<file path="config.mk">
export PLATFORM = sky130hd
export DESIGN_NAME = apb5_regbank
export DESIGN_NICKNAME = d
export VERILOG_FILES = /design/src/rtl/apb5_regbank_pkg.sv /design/src/rtl/apb5_regbank_cell.sv /design/src/rtl/apb5_regbank.sv
export SDC_FILE = /design/constraint.sdc
export NUM_CORES = 1
export LEC_CHECK = 0
export BUFFER_PORTS_ARGS = -buffer_cell sky130_fd_sc_hd__buf_4
export CAP_MARGIN = 15
export CORE_AREA = 2 2 426 428
export CTS_BUF_LIST = sky130_fd_sc_hd__clkbuf_2 sky130_fd_sc_hd__clkbuf_4 sky130_fd_sc_hd__clkbuf_8
export DETAILED_ROUTE_END_ITERATION = 8
export DIE_AREA = 0 0 428 430
export PLACE_DENSITY = 0.44
export SLEW_MARGIN = 20
export SYNTH_ARGS = -nofsm -noshare
export SYNTH_HDL_FRONTEND = slang
export SYNTH_SLANG_ARGS = --single-unit
export TNS_END_PERCENT = 100
</file>
<file path="constraint.sdc">
create_clock -name pclk -period 3.1 [get_ports pclk]
set_input_delay 0.465 -clock pclk [delete_from_list [all_inputs] [get_ports pclk]]
set_output_delay 0.465 -clock pclk [all_outputs]
set_load 0.05 [all_outputs]
</file>
<file path="src/rtl/apb5_regbank_pkg.sv">
// Shared types and helpers for the APB5 register bank.
// Covers the FSM state encoding, the byte-lane helpers and the address LSB helper.
package apb5_regbank_pkg;

    typedef enum logic [1:0] {IDLE, SETUP, ACCESS} state_e;

    localparam int MAX_DATA_W = 32;
    localparam int STRB_W     = MAX_DATA_W / 8;

    function automatic int addr_lsb(input int data_width);
        return $clog2(data_width / 8);
    endfunction

    // Callers zero-extend narrower buses to the widest supported width.
    function automatic logic [MAX_DATA_W-1:0] strb_merge(
        input logic [MAX_DATA_W-1:0] old_v,
        input logic [MAX_DATA_W-1:0] wdata,
        input logic [STRB_W-1:0]     strb
    );
        logic [MAX_DATA_W-1:0] r;
        r = old_v;
        for (int b = 0; b < STRB_W; b++) begin
            if (strb[b]) r[b*8 +: 8] = wdata[b*8 +: 8];
        end
        return r;
    endfunction

endpackage

</file>
<file path="src/rtl/apb5_regbank_cell.sv">
// One read/write register with byte-strobe write enable.
// Latency: a write is visible on q the cycle after the enabling edge; no backpressure.
module apb5_regbank_cell
    import apb5_regbank_pkg::*;
#(
    parameter int DATA_WIDTH = 32
) (
    input  logic                    pclk,
    input  logic                    presetn,
    input  logic                    we,
    input  logic [DATA_WIDTH-1:0]   wdata,
    input  logic [DATA_WIDTH/8-1:0] strb,
    output logic [DATA_WIDTH-1:0]   q
);

    logic [DATA_WIDTH-1:0] val_q, val_d;

    always_comb begin
        val_d = val_q;
        if (we) begin
            val_d = DATA_WIDTH'(strb_merge(MAX_DATA_W'(val_q), MAX_DATA_W'(wdata), STRB_W'(strb)));
        end
    end

    always_ff @(posedge pclk or negedge presetn) begin
        if (!presetn) val_q <= '0;
        else          val_q <= val_d;
    end

    assign q = val_q;

endmodule

</file>
<file path="src/rtl/apb5_regbank.sv">
// APB5 completer register bank with RO registers, PPROT write protection and PSLVERR.
// Latency: pready WAIT_STATES+1 cycles after the first penable cycle; psel drop mid-transfer aborts.
module apb5_regbank
    import apb5_regbank_pkg::*;
#(
    parameter int                ADDR_WIDTH  = 8,
    parameter int                DATA_WIDTH  = 32,
    parameter int                NUM_REGS    = 16,
    parameter int                WAIT_STATES = 0,
    parameter logic [NUM_REGS-1:0] RO_MASK   = '0,
    parameter bit                PROT_CHECK  = 1'b1
) (
    input  logic                           pclk,
    input  logic                           presetn,
    input  logic                           psel,
    input  logic                           penable,
    input  logic                           pwrite,
    input  logic [ADDR_WIDTH-1:0]          paddr,
    input  logic [DATA_WIDTH-1:0]          pwdata,
    input  logic [DATA_WIDTH/8-1:0]        pstrb,
    input  logic [2:0]                     pprot,
    output logic [DATA_WIDTH-1:0]          prdata,
    output logic                           pslverr,
    output logic                           pready,
    output logic [NUM_REGS*DATA_WIDTH-1:0] reg_q,
    input  logic [NUM_REGS*DATA_WIDTH-1:0] hw_rdata
);

    localparam int SW  = DATA_WIDTH / 8;
    localparam int LSB = addr_lsb(DATA_WIDTH);

    state_e                  state_q, state_d;
    logic [3:0]              cnt_q, cnt_d;
    logic [ADDR_WIDTH-1:0]   addr_q, addr_d;
    logic                    wr_q, wr_d;
    logic [DATA_WIDTH-1:0]   wdata_q, wdata_d;
    logic [SW-1:0]           strb_q, strb_d;
    logic                    priv_q, priv_d;
    logic                    pready_q, pready_d;
    logic                    pslverr_q, pslverr_d;
    logic [DATA_WIDTH-1:0]   prdata_q, prdata_d;

    logic [31:0]             idx;
    logic                    ro_hit;
    logic [DATA_WIDTH-1:0]   rd_val;
    logic                    err;
    logic                    commit;
    logic                    prot_unused;

    assign prot_unused = ^pprot[2:1];
    assign idx         = 32'(addr_q >> LSB);

    always_comb begin
        rd_val = '0;
        ro_hit = 1'b0;
        for (int i = 0; i < NUM_REGS; i++) begin
            if (idx == 32'(i)) begin
                ro_hit = RO_MASK[i];
                rd_val = RO_MASK[i] ? hw_rdata[i*DATA_WIDTH +: DATA_WIDTH]
                                    : reg_q[i*DATA_WIDTH +: DATA_WIDTH];
            end
        end
    end

    assign err = (idx >= 32'(NUM_REGS))
               | ((addr_q & ADDR_WIDTH'((1 << LSB) - 1)) != '0)
               | (wr_q & ro_hit)
               | (PROT_CHECK & wr_q & ~priv_q)
               | (~wr_q & (strb_q != '0));

    // Completion flops are loaded one edge early so pready itself is registered.
    always_comb begin
        state_d   = state_q;
        cnt_d     = cnt_q;
        addr_d    = addr_q;
        wr_d      = wr_q;
        wdata_d   = wdata_q;
        strb_d    = strb_q;
        priv_d    = priv_q;
        pready_d  = 1'b0;
        pslverr_d = 1'b0;
        prdata_d  = '0;
        commit    = 1'b0;
        case (state_q)
            IDLE: begin
                if (psel && !penable) state_d = SETUP;
            end
            SETUP: begin
                if (!psel) begin
                    state_d = IDLE;
                end else begin
                    state_d = ACCESS;
                    cnt_d   = 4'(WAIT_STATES);
                    if (WAIT_STATES == 0) pready_d = 1'b1;
                end
            end
            ACCESS: begin
                if (!psel) begin
                    state_d = IDLE;
                    cnt_d   = '0;
                end else if (cnt_q != '0) begin
                    cnt_d = cnt_q - 4'd1;
                    if (cnt_q == 4'd1) pready_d = 1'b1;
                end else begin
                    commit  = wr_q & ~err;
                    state_d = (psel && !penable) ? SETUP : IDLE;
                end
            end
            default: state_d = IDLE;
        endcase
        if (pready_d) begin
            pslverr_d = err;
            prdata_d  = (err || wr_q) ? '0 : rd_val;
        end
        if (state_d == SETUP) begin
            addr_d  = paddr;
            wr_d    = pwrite;
            wdata_d = pwdata;
            strb_d  = pstrb;
            priv_d  = pprot[0];
        end
    end

    always_ff @(posedge pclk or negedge presetn) begin
        if (!presetn) begin
            state_q   <= IDLE;
            cnt_q     <= '0;
            addr_q    <= '0;
            wr_q      <= 1'b0;
            wdata_q   <= '0;
            strb_q    <= '0;
            priv_q    <= 1'b0;
            pready_q  <= 1'b0;
            pslverr_q <= 1'b0;
            prdata_q  <= '0;
        end else begin
            state_q   <= state_d;
            cnt_q     <= cnt_d;
            addr_q    <= addr_d;
            wr_q      <= wr_d;
            wdata_q   <= wdata_d;
            strb_q    <= strb_d;
            priv_q    <= priv_d;
            pready_q  <= pready_d;
            pslverr_q <= pslverr_d;
            prdata_q  <= prdata_d;
        end
    end

    assign pready  = pready_q;
    assign pslverr = pslverr_q;
    assign prdata  = prdata_q;

    for (genvar g = 0; g < NUM_REGS; g++) begin : g_reg
        if (RO_MASK[g]) begin : g_ro
            assign reg_q[g*DATA_WIDTH +: DATA_WIDTH] = '0;
        end else begin : g_rw
            logic cell_we;
            assign cell_we = commit & (idx == 32'(g));
            apb5_regbank_cell #(.DATA_WIDTH(DATA_WIDTH)) u_cell (
                .pclk    (pclk),
                .presetn (presetn),
                .we      (cell_we),
                .wdata   (wdata_q),
                .strb    (strb_q),
                .q       (reg_q[g*DATA_WIDTH +: DATA_WIDTH])
            );
        end
    end

endmodule

</file>
==> key figures <==
Place
  • # port buffers: 595
  • HPWL Detailed: 122 mm
  • DP Worst Slack: 0.0154 ns
  • Placed Area: 36,000 um^2
  • GP Congestion: 0.830

Timing
  • Final setup violation count: 0
  • Final hold slack: 0.175 ns
  • Fmax: 335 MHz
  • Relative max-transition margin: 38.5%
  • Max-slew violations: 0
  • Final WS setup: 0.111 ns
  • Part of the cycle the worst path needs: 96.4%
  • Final Skew: 0.0634 ns
  • Unrepaired setup endpoints after global routing: yes
  • Fin crit period: 2.99 ns
  • Final Hold Fails: 0
  • Worst-margin pin slew: 0.899 ns

Synth
  • Syn avg cell area: 13.2 um^2
  • Cell accounting for the most synthesized area: dfrtp_1
  • Yosys warnings: 0
  • Top-count cell post-synth: dfrtp_1
  • Post-synth net total: 2,646
  • Most common library cells after synthesis: 598 x dfrtp_1, 263 x mux2_2, 211 x mux2_1
  • Synth top area share: 54.7%
  • Number of flops mapped to enable cells by yosys: 0
  • Async SR Flop Fraction: 100%
  • Synth Flop Type: dfrtp_1
  • Sequential element share of the synthesized area: 54.7%
  • Yosys reg bits: 598
  • Synth top area cells: dfrtp_1 55%, mux2_2 11%, mux2_1 8.7%
  • Cells after Synth: 2,075
  • Cell variety after synth: 73
  • Syn Std Cell Area: 27,400 um^2

Clock tree
  • Root buffer cell: clkbuf_8
  • Max Root-Sink Buffers: 3
  • CTS tree: done
  • Clock-pin slew on the worst setup and hold paths: 0.06 ns
  • CTS Buf Count: 112
  • Clock net sink count: 598
  • H-tree levels: 3
  • Clock Latency Late Sink: 0.86 ns

Floorplanning
  • Die height: 430 um
  • Die ar.: 184,000 um^2
  • Core area: 180,000 um^2
  • # rows: 156
  • Die span in x: 428 um
  • Initial Util: 15.2%
  • # IOs: 1,110

Route
  • Final WL: 160 mm
  • Initial drt markers: 1,424
  • Antenna Nets Post-Route: 0
  • First-pass DRT Iterations: 7
  • Via count: 22,182
  • Vias per inst: 4.17
  • Residual DRC: 0
  • WL per Instance: 30.2 um

Worst setup path
  • CP required: 3.81 ns
  • Startpoint Class: register
  • CP Data Arrival Time: 3.70 ns
  • CP Capture Type: register
  • FF-to-FF setup slack: 0.11 ns
  • Kind of critical path: register to register
  • CP Max Fanout: 14

Global route
  • GRT Total Usage: 17.0%
  • Global-route wire length before repair: 213 mm
  • Initial antenna violation count: 23
  • Largest net degree at the start of global routing: 78
  • Number of global-route vias before repair: 22,418
  • Overflow after GRT: 0

Hold path
  • Worst Hold Class: input pin to register

Outcome
  • Status: finished clean

Cells and area
  • Fraction of final layout cells sized beyond drive strength 1: 47.4%
  • Fin util: 21.7%
  • Layout net count: 3,428
  • Area grow syn2layout: 42.7%
  • Non-Filler Cell Area, Final: 39,100 um^2

Power
  • Leakage power figure: 0.0197 uW
  • Power density over the cells: 622 nW/um^2
  • Largest vdd supply drop: 0.438 mV

Flow run
  • MaxCap Viol Count: 0
through the flow:
stage               cells  total power (uW)  TNS [ns]
global route         5313             25300  -0.00830
global placement     5053             15800         0
floorplan            2075             12100         0
finish               5316             24300         0
detailed placement   5053             15800         0
CTS                  5299             24600         0
worst max-delay path, stage by stage, from the launching register on:
cell	delay [ns]
dfrtp_1	0.41
inv_1	0.11
ha_1	0.20
or3b_2	0.54
nor4_4	0.37
and2_1	0.22
buf_12	0.19
nand2_1	0.28
buf_12	0.25
mux2_2	0.27
sequential cells by signal (all words and copies together) (netlist names):
signal,count
priv_q,1
state_q,2
strb_q,4
pready,1
addr_q,8
prdata,32
wr_q,1
g.g_rw.u_cell.q,512
cnt_q,4
pslverr,1
wdata_q,32
power breakdown:
group	switching [uW]	internal (uW)	leakage, uW	total (uW)
clock network	3800	4760	0.00129	8560
logic	4000	2060	0.0102	6060
registers	1520	8170	0.00825	9690
cells in the final DEF, fill, tap and decap left out, types with 45 or more instances in the layout:
master / Yosys / final
clkbuf_8: 0 / 137
and3_1: 73 / 73
mux2_1: 211 / 211
mux2_4: 88 / 88
dfrtp_1: 598 / 596
nand2_1: 55 / 53
buf_12: 3 / 45
mux2_2: 263 / 263
o21ai_0: 45 / 45
buf_4: 4 / 719
nand3_1: 50 / 49
a21oi_1: 86 / 86
nor2_1: 85 / 81
dlygate4sd3_1: 0 / 48
path summary, 6_finish.rpt:
path	startpoint	end	cells past startpoint
worst max-delay path	cnt_q[1]	g_reg[4].g_rw.u_cell.q[4]	9
worst min-delay path	penable	state_q[1]	5
worst max register to register	cnt_q[1]	g_reg[4].g_rw.u_cell.q[4]	9
worst min register to register	cnt_q[1]	cnt_q[3]	1
max in group asynchronous	presetn	wdata_q[7]	3
min in group asynchronous	presetn	g_reg[8].g_rw.u_cell.q[13]	2
routing by layer:
metal  up-vias  track usage (%)  part of all wire [%]
met1     11662             22.5                    45
met3       261             5.21                   7.6
li1       9318                -                     -
met5         -                0                 0.030
met2       933             25.5                    43
met4         8             7.12                   4.6
timing repair:
item	CTS	global route
setup buffers	0	12
endpoints found under the setup margin	7	27
resized for setup	1	2
hold buffers	48	0
pin swaps	0	1
hold endpoints to repair	100	0
cell families (layout without fill, tap and decap cells):
kind of cell / Yosys count / count (layout) / share of synthesized area (%)
compound gates: 330 / 330 / 8.44
xor+xnor: 1 / 1 / 0.0320
fa+ha+maj: 7 / 7 / 0.320
buf+inv: 163 / 1029 / 2.66
flops: 598 / 598 / 54.7
mux: 600 / 600 / 25.8
other cells: 0 / 5 / 0
simple gates: 376 / 376 / 8.09
final cells by class:
cell class                      count  area (um^2)
Antenna cell                        5         12.5
Sequential cell                   598        15000
Clock buffer                      181         2220
Fill cell                       19337       141000
Timing Repair Buffer              813         6790
Inverter                           18         67.6
Clock inverter                     17          209
Multi-Input combinational cell   1314        11800
Tap cell                         2370         2970
Note: power is estimated with default switching activity, not from simulation.
